$ cat src/rtl/pattern_match_pkg.sv
// Shared types and default geometry for the serial pattern matcher.
package pattern_match_pkg;

  localparam int unsigned PM_N = 2;
  localparam int unsigned PM_W = 4;

  typedef enum logic {
    FILL = 1'b0,
    RUN  = 1'b1
  } matcher_state_t;

  typedef struct packed {
    logic            ena;
    logic [PM_W-1:0] mask;
    logic [PM_W-1:0] value;
  } pattern_entry_t;

endpackage

$ cat src/rtl/pattern_cmp.sv
// Single pattern entry compared against the current window under its care mask.
module pattern_cmp
  import pattern_match_pkg::*;
#(
  parameter int unsigned W = PM_W
) (
  input  logic [W-1:0] i_window,
  input  logic [W-1:0] i_value,
  input  logic [W-1:0] i_mask,
  input  logic         i_ena,
  output logic         o_hit
);

  assign o_hit = i_ena & (((i_window ^ i_value) & i_mask) == '0);

endmodule

$ cat src/rtl/serial_pattern_matcher.sv
// Serial window matcher: last W bits vs 2**N masked patterns, lowest index wins,
// registered strobe/index plus saturating match counter.
module serial_pattern_matcher
  import pattern_match_pkg::*;
#(
  parameter int unsigned N     = PM_N,
  parameter int unsigned W     = PM_W,
  parameter int unsigned CNT_W = 16
) (
  input  logic             clk,
  input  logic             reset_n,
  input  logic             clear,
  input  logic             bit_in,
  input  logic             bit_valid,
  input  logic             cfg_we,
  input  logic [N-1:0]     cfg_idx,
  input  logic [W-1:0]     cfg_value,
  input  logic [W-1:0]     cfg_mask,
  input  logic             cfg_ena,
  output logic             match_en,
  output logic [N-1:0]     match_idx,
  output logic [CNT_W-1:0] match_cnt,
  output logic             filling
);

  localparam int unsigned NE  = 2**N;
  localparam int unsigned FCW = $clog2(W);
  localparam logic [FCW-1:0] LAST_FILL = FCW'(W-1);

  typedef struct packed {
    logic         ena;
    logic [W-1:0] mask;
    logic [W-1:0] value;
  } entry_t;

  matcher_state_t   r_state, w_state_nxt;
  logic [FCW-1:0]   r_fill_cnt, w_fill_cnt_nxt;
  logic [W-1:0]     r_shreg, w_shreg_nxt, w_window;
  entry_t           r_entry [NE];
  logic [NE-1:0]    w_hit;
  logic             w_cmp_en, w_any;
  logic [N-1:0]     w_idx;
  logic             r_match_en;
  logic [N-1:0]     r_match_idx;
  logic [CNT_W-1:0] r_match_cnt;

  assign w_window = {r_shreg[W-2:0], bit_in};

  always_ff @(posedge clk or negedge reset_n) begin
    if (!reset_n) begin
      r_state    <= FILL;
      r_fill_cnt <= '0;
      r_shreg    <= '0;
    end else begin
      r_state    <= w_state_nxt;
      r_fill_cnt <= w_fill_cnt_nxt;
      r_shreg    <= w_shreg_nxt;
    end
  end

  always_comb begin
    w_state_nxt    = r_state;
    w_fill_cnt_nxt = r_fill_cnt;
    w_shreg_nxt    = r_shreg;
    w_cmp_en       = 1'b0;
    if (clear) begin
      w_state_nxt    = FILL;
      w_fill_cnt_nxt = '0;
      w_shreg_nxt    = '0;
    end else if (bit_valid) begin
      w_shreg_nxt = w_window;
      case (r_state)
        FILL: begin
          // The Wth bit completes the window and is compared on the same edge.
          if (r_fill_cnt == LAST_FILL) begin
            w_state_nxt = RUN;
            w_cmp_en    = 1'b1;
          end else begin
            w_fill_cnt_nxt = r_fill_cnt + 1'b1;
          end
        end
        RUN:     w_cmp_en = 1'b1;
        default: w_state_nxt = FILL;
      endcase
    end
  end

  always_ff @(posedge clk or negedge reset_n) begin
    if (!reset_n) begin
      for (int unsigned i = 0; i < NE; i++) r_entry[i] <= '0;
    end else if (cfg_we) begin
      r_entry[cfg_idx] <= '{ena: cfg_ena, mask: cfg_mask, value: cfg_value};
    end
  end

  for (genvar g = 0; g < NE; g++) begin : g_cmp
    pattern_cmp #(.W(W)) u_cmp (
      .i_window (w_window),
      .i_value  (r_entry[g].value),
      .i_mask   (r_entry[g].mask),
      .i_ena    (r_entry[g].ena),
      .o_hit    (w_hit[g])
    );
  end

  always_comb begin
    w_any = 1'b0;
    w_idx = '0;
    for (int unsigned i = 0; i < NE; i++) begin
      if (w_hit[i] && !w_any) begin
        w_any = 1'b1;
        w_idx = i[N-1:0];
      end
    end
  end

  always_ff @(posedge clk or negedge reset_n) begin
    if (!reset_n) begin
      r_match_en  <= 1'b0;
      r_match_idx <= '0;
      r_match_cnt <= '0;
    end else begin
      r_match_en <= w_cmp_en & w_any;
      if (w_cmp_en & w_any) begin
        r_match_idx <= w_idx;
        if (r_match_cnt != '1) r_match_cnt <= r_match_cnt + 1'b1;
      end
    end
  end

  assign match_en  = r_match_en;
  assign match_idx = r_match_idx;
  assign match_cnt = r_match_cnt;
  assign filling   = (r_state == FILL);

endmodule
$ cat config.mk
export PLATFORM = sky130hd
export DESIGN_NAME = serial_pattern_matcher
export DESIGN_NICKNAME = d
export VERILOG_FILES = /design/src/rtl/pattern_match_pkg.sv /design/src/rtl/pattern_cmp.sv /design/src/rtl/serial_pattern_matcher.sv
export SDC_FILE = /design/constraint.sdc
export NUM_CORES = 1
export LEC_CHECK = 0
export ABC_AREA = 1
export CORE_UTILIZATION = 55
export CTS_CLUSTER_DIAMETER = 50
export DETAILED_ROUTE_END_ITERATION = 7
export GPL_TIMING_DRIVEN = 1
export MAX_ROUTING_LAYER = met4
export PLACE_DENSITY = 0.79
export SLEW_MARGIN = 20
export SYNTH_ARGS = -nofsm -noshare
export SYNTH_HDL_FRONTEND = slang
export SYNTH_SLANG_ARGS = --single-unit
$ cat constraint.sdc
create_clock -name clk -period 2 [get_ports clk]
set_input_delay 0.5 -clock clk [delete_from_list [all_inputs] [get_ports clk]]
set_output_delay 0.5 -clock clk [all_outputs]
set_load 0.01 [all_outputs]
== Word level (Yosys, flattened, before mapping) ==
Cells that the tools add are included.

* Reductions and logical operators: 14
* Bitwise operators: 15
* Magnitude comparators: 2
* Eq/ne operators: 4
* Mux-type cells: 23
* Add/sub/neg operators: 2

{| class="wikitable"
|+ Operator list
! cell !! number
|-
| bitwise mux 36 bit || 1
|-
| demux 9 bit (select 2 bit) || 1
|-
| adder 16 x 1 -> 16 bit (second input constant) || 1
|-
| AND 4 bit || 4
|-
| zero test 4 bit || 4
|-
| != test 16 bit (second input constant) || 1
|-
| XOR 4 bit || 4
|-
| two-way mux 2 bit || 6
|-
| two-way mux 1 bit || 11
|-
| two-way mux 9 bit || 1
|-
| two-way mux 3 bit || 2
|-
| AND 1 bit || 5
|-
| logical AND 1 bit || 4
|-
| != test 2 bit (second input constant) || 2
|-
| >= comparator 3 bit (second input constant) || 1
|-
| zero test 1 bit || 3
|-
| < comparator 3 x 1 -> 1 bit (second input constant) || 1
|-
| inverter 2 -> 3 bit || 1
|-
| AND reduction 3 bit || 1
|-
| adder 2 x 1 -> 2 bit (second input constant) || 1
|-
| == test 2 bit (second input constant) || 1
|-
| one-hot mux 1 bit (2 select lines) || 1
|-
| AND reduction 2 bit || 1
|-
| nonzero test 2 bit || 1
|-
| inverter 1 bit || 1
|}

* Word-level logic and storage cells: 78
* Register bits: 61
* Input bits: 17
* Output and inout bits: 20

== Logic depth before layout (Yosys ltp) ==
Gate-level depths: netlist (run 1).

* Depth in word-level cells: 16
* Depth in mapped cells: 12
* Depth with buffers taken out: 11

== Modules after synthesis ==
Synthesis (run 1) repeated with hierarchy kept, for this count alone.

* Cell total of the unflattened synthesis: 407
* Area, all modules: 3128.0 um2

{| class="wikitable"
|+ Modules (own cells, without submodules)
! module !! area an instance (um2) !! times used !! seq. area each (um2) !! cells each
|-
| serial_pattern_matcher || 2777.7 || 1 || 1526.5 || 331
|-
| pattern_cmp || 87.6 || 4 || 0.0 || 19
|}

== Least setup slack after synthesis (run 1) ==
No wires, ideal clock.

* Kind: input -> register
* Start: in bit_in
* End: reg r_match_cnt[12], in the netlist match_cnt[12]
* Path buffers: 2
* Data required time: 1.883 ns
* Slack: 0.360 ns
* Arrival time: 1.522 ns
* Cell stages on the path: 11
* Setup time: 0.117 ns
* Cell sequence: buf_6 > or2_1 > nand3_1 > nand2_1 > nor2_1 > nor2_1 > nand2_2 > buf_2 > nand3_1 > nand2_1 > nand2_1

* Cells in the longest elaborated chain, start to end: 16
* Elaborated cells between the ends (all ways): 28
* Classes of those cells: mux (4); bitwise (13); reduce/logical (11)

{| class="wikitable"
|+ Ends and longest elaborated chain
! item !! line !! source
|-
| start, declared || serial_pattern_matcher.sv:13 || <nowiki>input logic bit_in,</nowiki>
|-
| XOR 4 bit || pattern_cmp.sv:14 || <nowiki>assign o_hit = i_ena & (((i_window ^ i_value) & i_mask) == '0);</nowiki>
|-
| AND 4 bit || pattern_cmp.sv:14 ||
|-
| zero test 4 bit || pattern_cmp.sv:14 ||
|-
| AND 1 bit || pattern_cmp.sv:14 ||
|-
| two-way mux 1 bit || serial_pattern_matcher.sv:110 || <nowiki>if (w_hit[i] && !w_any) begin</nowiki>
|-
| zero test 1 bit || serial_pattern_matcher.sv:110 ||
|-
| logical AND 1 bit || serial_pattern_matcher.sv:110 ||
|-
| two-way mux 1 bit || serial_pattern_matcher.sv:110 ||
|-
| zero test 1 bit || serial_pattern_matcher.sv:110 ||
|-
| logical AND 1 bit || serial_pattern_matcher.sv:110 ||
|-
| two-way mux 1 bit || serial_pattern_matcher.sv:110 ||
|-
| zero test 1 bit || serial_pattern_matcher.sv:110 ||
|-
| logical AND 1 bit || serial_pattern_matcher.sv:110 ||
|-
| two-way mux 1 bit * || serial_pattern_matcher.sv:110 ||
|-
| AND 1 bit * || serial_pattern_matcher.sv:124 || <nowiki>if (w_cmp_en & w_any) begin</nowiki>
|-
| AND reduction 2 bit (no source line) * || -- ||
|-
| end signal, assigned || serial_pattern_matcher.sv:126 || <nowiki>if (r_match_cnt != '1) r_match_cnt <= r_match_cnt + 1'b1;</nowiki>
|-
| end, declared || serial_pattern_matcher.sv:45 || <nowiki>logic [CNT_W-1:0] r_match_cnt;</nowiki>
|}

Every way passes the cells marked *; elsewhere a longest branch is shown, timed or not.
A chain may end at the register's enable or synchronous reset.

== Worst setup path in the final report (run 1) ==
* Start: reg r_match_cnt[3], in the netlist match_cnt[3]
* End: out match_cnt[3]

{| class="wikitable"
|+ RTL lines
! item !! line !! source
|-
| end, declared || serial_pattern_matcher.sv:22 || <nowiki>output logic [CNT_W-1:0] match_cnt,</nowiki>
|}

No word-level cell between the ends.

==> run metrics, run 1 <==
run status=finished, final reports clean; RSZ-0062 raised after global routing=false; global-route wire length before repair=between 10 and 15 mm; ranking of synthesized cells by area=dfrtp_1, nand2_1, o21ai_0; row count=26; post-route antenna net violation count=0; # Post-CTS Setup Buffers=0; total power=~3.4 mW; Worst Path Buf+Inv=1; CTS Buffer Depth=2; Most used DFF post-synth=dfrtp_1; Die X=between 70 and 80 um; CTS sink cnt=61; layout cells sized above 1=6.89%; via density per instance=between 5 and 6; area of the multi-input gates=1250 um2; Syn Inst Count=between 300 and 400; CP endpoint=match_cnt[3]; slew at the pin closest to its max-slew limit=614 ps; Synth warnings=0; P&R area growth vs syn=22.4%; clock skew=5.70 ps; Net count, final=approximately 470; post-route setup TNS=0 ps; slowest CP cell=clkdlybuf4s50_1; CP Depth=1; r2r endpoint=match_cnt[10]; Unique masters post-synth=23; top-count cell post-synth=nand2_1; Pins Over Slew Limit=0; Slew headroom=between 50 and 60%; Yosys top cell by area=dfrtp_1; Die ar.=approximately 5900 um2; Clk Latency, worst-skew pair=330 ps; Top delay family on crit path=buffers and inverters; WP data required=approximately 1500 ps; reg2reg setup slack=280 ps; Worst Setup SP=match_cnt[3]; initial antenna violation count=0; DRT iter0 DRCs=~140; Initial Util=58.4%; TritonCTS buffer count=9; grt total ovfl=0; Routed WL=approximately 6.5 mm; Pwr Density=~920 nW/um2; share of the synthesized area in the top cell type=roughly half; die height=roughly 77 um; Post-CTS Hold Buffers=0; detailed-router iteration count before antenna repair=4; Avg Cell Area, Syn=roughly 7.7 um2; critical path class=reg2out; ys async rst share=100%; TritonCTS clock tree=yes; Syn Nets=418; startpoint types=register; total track usage=~26%; Clk Tree Root Cell=clkbuf_8; critical path peak fanout=6; EDFF count, synth=0; GP Congestion=0.874; Critical Path AT=around 1400 ps; fill count=about 400; HP Class=in2async; peak supply drop=0.000528 V; Max-cap violations=0; P_leak=around 1.8 nW; Worst Reg-to-Reg Cells=10; I/O Pins=37; fin crit share=around 93%; Final Hold Viols=0; CP cell instances=clkdlybuf4s50_1; Final min period=between 1500 and 2000 ps; Synth Cell Area=3060 um2; synth cell count leaders=nand2_1, dfrtp_1, inv_1; drt drc=0; final setup fails=0; DR WL/cell=approximately 12 um; vias in the first global route=roughly 2700; via count=2714; FF-to-FF Start=r_shreg[1]; core area=roughly 5200 um2; Detailed Place HPWL=4.72 mm; Peak Freq=around 540 MHz; CTS clk-pin slew, worst paths=roughly 70 ps; flip-flop and latch area=between 1500 and 2000 um2; Max stage delay on crit path=580 ps; sequential share of the synthesized area=between 40 and 50%; number of diodes=0; PortBufs=36; largest net degree at the start of global routing=31; CP Capture Type=output pin; H-tree levels=3; Synth Register Bits=between 60 and 70
==> power by group <==
group	total (mW)	internal (mW)	leakage, nW	switching [mW]
combinational	0.831	0.384	0.968	0.447
sequential	1.58	1.43	0.788	0.149
clock	1.04	0.595	0.0923	0.441
==> sequential cells by signal, summed over array words and instances (netlist names) <==
signal / count
r_entry: 36
match_cnt: 16
r_shreg: 3
match_idx: 2
r_fill_cnt: 2
match_en: 1
r_state: 1
==> stage by stage <==
| step | utilization, % | instances | instance area [um2] | hold slack (ps) | worst slack (ps) |
|---|---|---|---|---|---|
| after floorplan | - | 399 | 3060 | 204 | 360 |
| after global placement | 68.0 | 506 | 3560 | 467 | -169 |
| after detailed placement | 68.0 | 506 | 3560 | 474 | -236 |
| after CTS | 71.4 | 520 | 3740 | 195 | 108 |
| after global routing | 71.5 | 520 | 3740 | 226 | 102 |
| final | 71.5 | 520 | 3740 | 178 | 137 |
==> placed cells by master (no fill, tap or decap), drive strengths merged <==
cell	netlist	layout
nand2	125	125
dfrtp	61	61
inv	53	53
o21ai	45	45
nand3	41	41
clkdlybuf4s50	0	34
nor2	26	26
nand4	16	16
buf	6	14
clkbuf	6	12
or2	5	5
a21oi	4	4
nand3b	3	3
xnor2	2	2
ha	2	2
clkinv	1	2
o21bai	1	1
nor3	1	1
xor2	1	1
bufinv	0	1
dlymetal6s2s	0	1
==> cell families after synthesis <==
family                   after synthesis  share of synthesized area (%)
XOR/XNOR                               3                          0.860
AND/OR/NAND/NOR                      217                           30.9
flip-flops                            61                           49.9
adder cells (fa/ha/maj)                2                          0.819
buffers and inverters                 66                           9.17
AO/OA/AOI/OAI                         50                           8.27
==> worst min path at each step <==
stage | from | endpoint | slack (ps)
floorplan | reset_n | match_cnt[0] | 200
global placement | r_entry[22] | r_entry[22] | 470
detailed placement | r_entry[17] | r_entry[17] | 470
CTS | reset_n | match_cnt[8] | 190
global route | reset_n | r_fill_cnt[1] | 230
finish | reset_n | r_fill_cnt[1] | 180
==> per-layer routing <==
metal	vias up	global-route usage, %	routed length [um]
li1	1373	-	-
met1	1272	31.0	2950
met2	57	42.4	3220
met3	12	4.07	201
met4	0	11.7	121
met5	-	-	0
==> layout make-up <==
class,instances,share of cell area (%)
clock buffer,12,3.88
timing repair buffer,49,13.2
inverter,54,5.42
tap,70,2.34
sequential,61,40.8
clock inverter,2,0.936
multi-input combinational,272,33.5
==> what timing repair did <==
item,CTS,global route
resized for setup,0,1
endpoints found under the hold margin,0,0
setup endpoints to repair,0,17
No activity file was read; power rests on OpenSTA's default activity.
==> run 2, diff against run 1 <==
clock period = 2.1 ns   (was 2 ns; I/O delays follow)
==> run metrics, run 2 (same netlist as run 1, synthesis figures left out) <==
run status=finished, final reports clean; Initial Util=slightly below 60%; DR WL/cell=around 12 um; # Post-CTS Setup Buffers=0; peak supply drop=between 0.0004 and 0.0005 V; Pwr Density=about 870 nW/um2; GP Congestion=approximately 0.86; detailed-router iteration count before antenna repair=4; layout cells sized above 1=under 10%; flip-flop and latch area=approximately 1500 um2; DRT iter0 DRCs=approximately 260; Max stage delay on crit path=roughly 570 ps; grt total ovfl=0; vias in the first global route=2657; slowest CP cell=clkdlybuf4s50_1; P&R area growth vs syn=21.9%; total track usage=25.8%; critical path peak fanout=6; Detailed Place HPWL=approximately 4.6 mm; post-route antenna net violation count=0; Pins Over Slew Limit=0; Top delay family on crit path=buffers and inverters; DP Worst Slack=-186 ps; drt drc=0; Net count, final=roughly 460; CTS sink cnt=61; Die ar.=5860 um2; slew at the pin closest to its max-slew limit=607 ps; TritonCTS buffer count=9; area of the multi-input gates=about 1300 um2; commonest non-fill, non-tap cell in the layout=nand2_1; CTS Buffer Depth=2; RSZ-0062 raised after global routing=false; H-tree levels=3; core area=between 5000 and 6000 um2; PortBufs=36; CP Capture Type=output pin; Peak Freq=around 530 MHz; Final Hold Viols=0; initial antenna violation count=0; Die X=76.6 um; global-route wire length before repair=about 12 mm; total power=around 3.2 mW; Max-cap violations=0; CTS clk-pin slew, worst paths=roughly 60 ps; CP cell instances=clkdlybuf4s50_1; largest net degree at the start of global routing=31; Final min period=1880 ps; number of diodes=0; CP Depth=1; Critical Path AT=1360 ps; HP Class=in2async; via density per instance=about 5.2; P_leak=1.84 nW; clock skew=5.70 ps; startpoint types=register; commonest non-fill, non-tap cells in the layout=nand2_1, dfrtp_1, inv_1; fin crit share=89.6%; Worst Reg-to-Reg Cells=10; I/O Pins=37; die height=76.6 um; critical path class=reg2out; TritonCTS clock tree=yes; final setup fails=0; WP data required=~1600 ps; fill count=440; Worst Path Buf+Inv=1; Routed WL=6.38 mm; via count=around 2700; final worst setup slack=roughly 220 ps; Clk Latency, worst-skew pair=roughly 330 ps; Post-CTS Hold Buffers=0; Slew headroom=between 50% and 60%; Clk Tree Root Cell=clkbuf_8; row count=26; Largest register FFs=36; largest register by flop count=r_entry
run 2: power breakdown:
group | switching [mW] | leakage [nW] | total (mW) | internal (mW)
logic | 0.430 | 0.959 | 0.795 | 0.364
registers | 0.140 | 0.788 | 1.50 | 1.36
clock network | 0.432 | 0.0926 | 0.950 | 0.518
total | 1.00 | 1.84 | 3.24 | 2.24
run 2: final cells by class:
| class | instances | share of cell area (%) |
|---|---|---|
| inverter | 54 | 5.44 |
| sequential | 61 | 41.0 |
| multi-input combinational | 272 | 33.6 |
| timing repair buffer | 47 | 12.8 |
| clock inverter | 1 | 0.134 |
| clock buffer | 14 | 4.64 |
| tap | 70 | 2.35 |
run 2: path summary, 6_finish.rpt:
kind	start	end	slack (ps)
min reg2reg	r_entry[4]	r_entry[4]	490
max reg2reg	r_shreg[1]	match_cnt[9]	370
min	reset_n	r_fill_cnt[1]	200
min in group clk	r_entry[4]	r_entry[4]	490
max in group asynchronous	reset_n	r_shreg[1]	1320
max	match_cnt[2]	match_cnt[2]	220
run 2: per-stage QoR:
stage | TNS, ps | instance area, um2 | util (%) | instances | hold slack, ps
6_report | 0 | 3720 | 71.1 | 519 | 196
2_1_floorplan | 0 | 3060 | - | 399 | 229
4_1_cts | 0 | 3720 | 71.1 | 519 | 210
3_3_place_gp | -1310 | 3540 | 67.7 | 504 | 466
5_1_grt | 0 | 3720 | 71.1 | 519 | 238
3_5_place_dp | -2590 | 3540 | 67.7 | 504 | 474
run 2: per-layer routing:
metal	track usage, %	up-vias	wire length [um]
li1	-	1366	-
met1	32.1	1251	2890
met2	42.0	69	3130
met3	3.83	15	218
met4	11.2	0	142
met5	-	-	0
run 2: repair_timing:
action | 4_1_cts | 5_1_grt
hold endpoints to repair | 0 | 0
gates resized for setup | 0 | 1
setup endpoints to repair | 0 | 3
==> run 3, diff against run 2 <==
CORE_MARGIN = 1   (was unset)
==> results of run 3 <==
Final layout, timing and power as in run 2 (identical DEF).
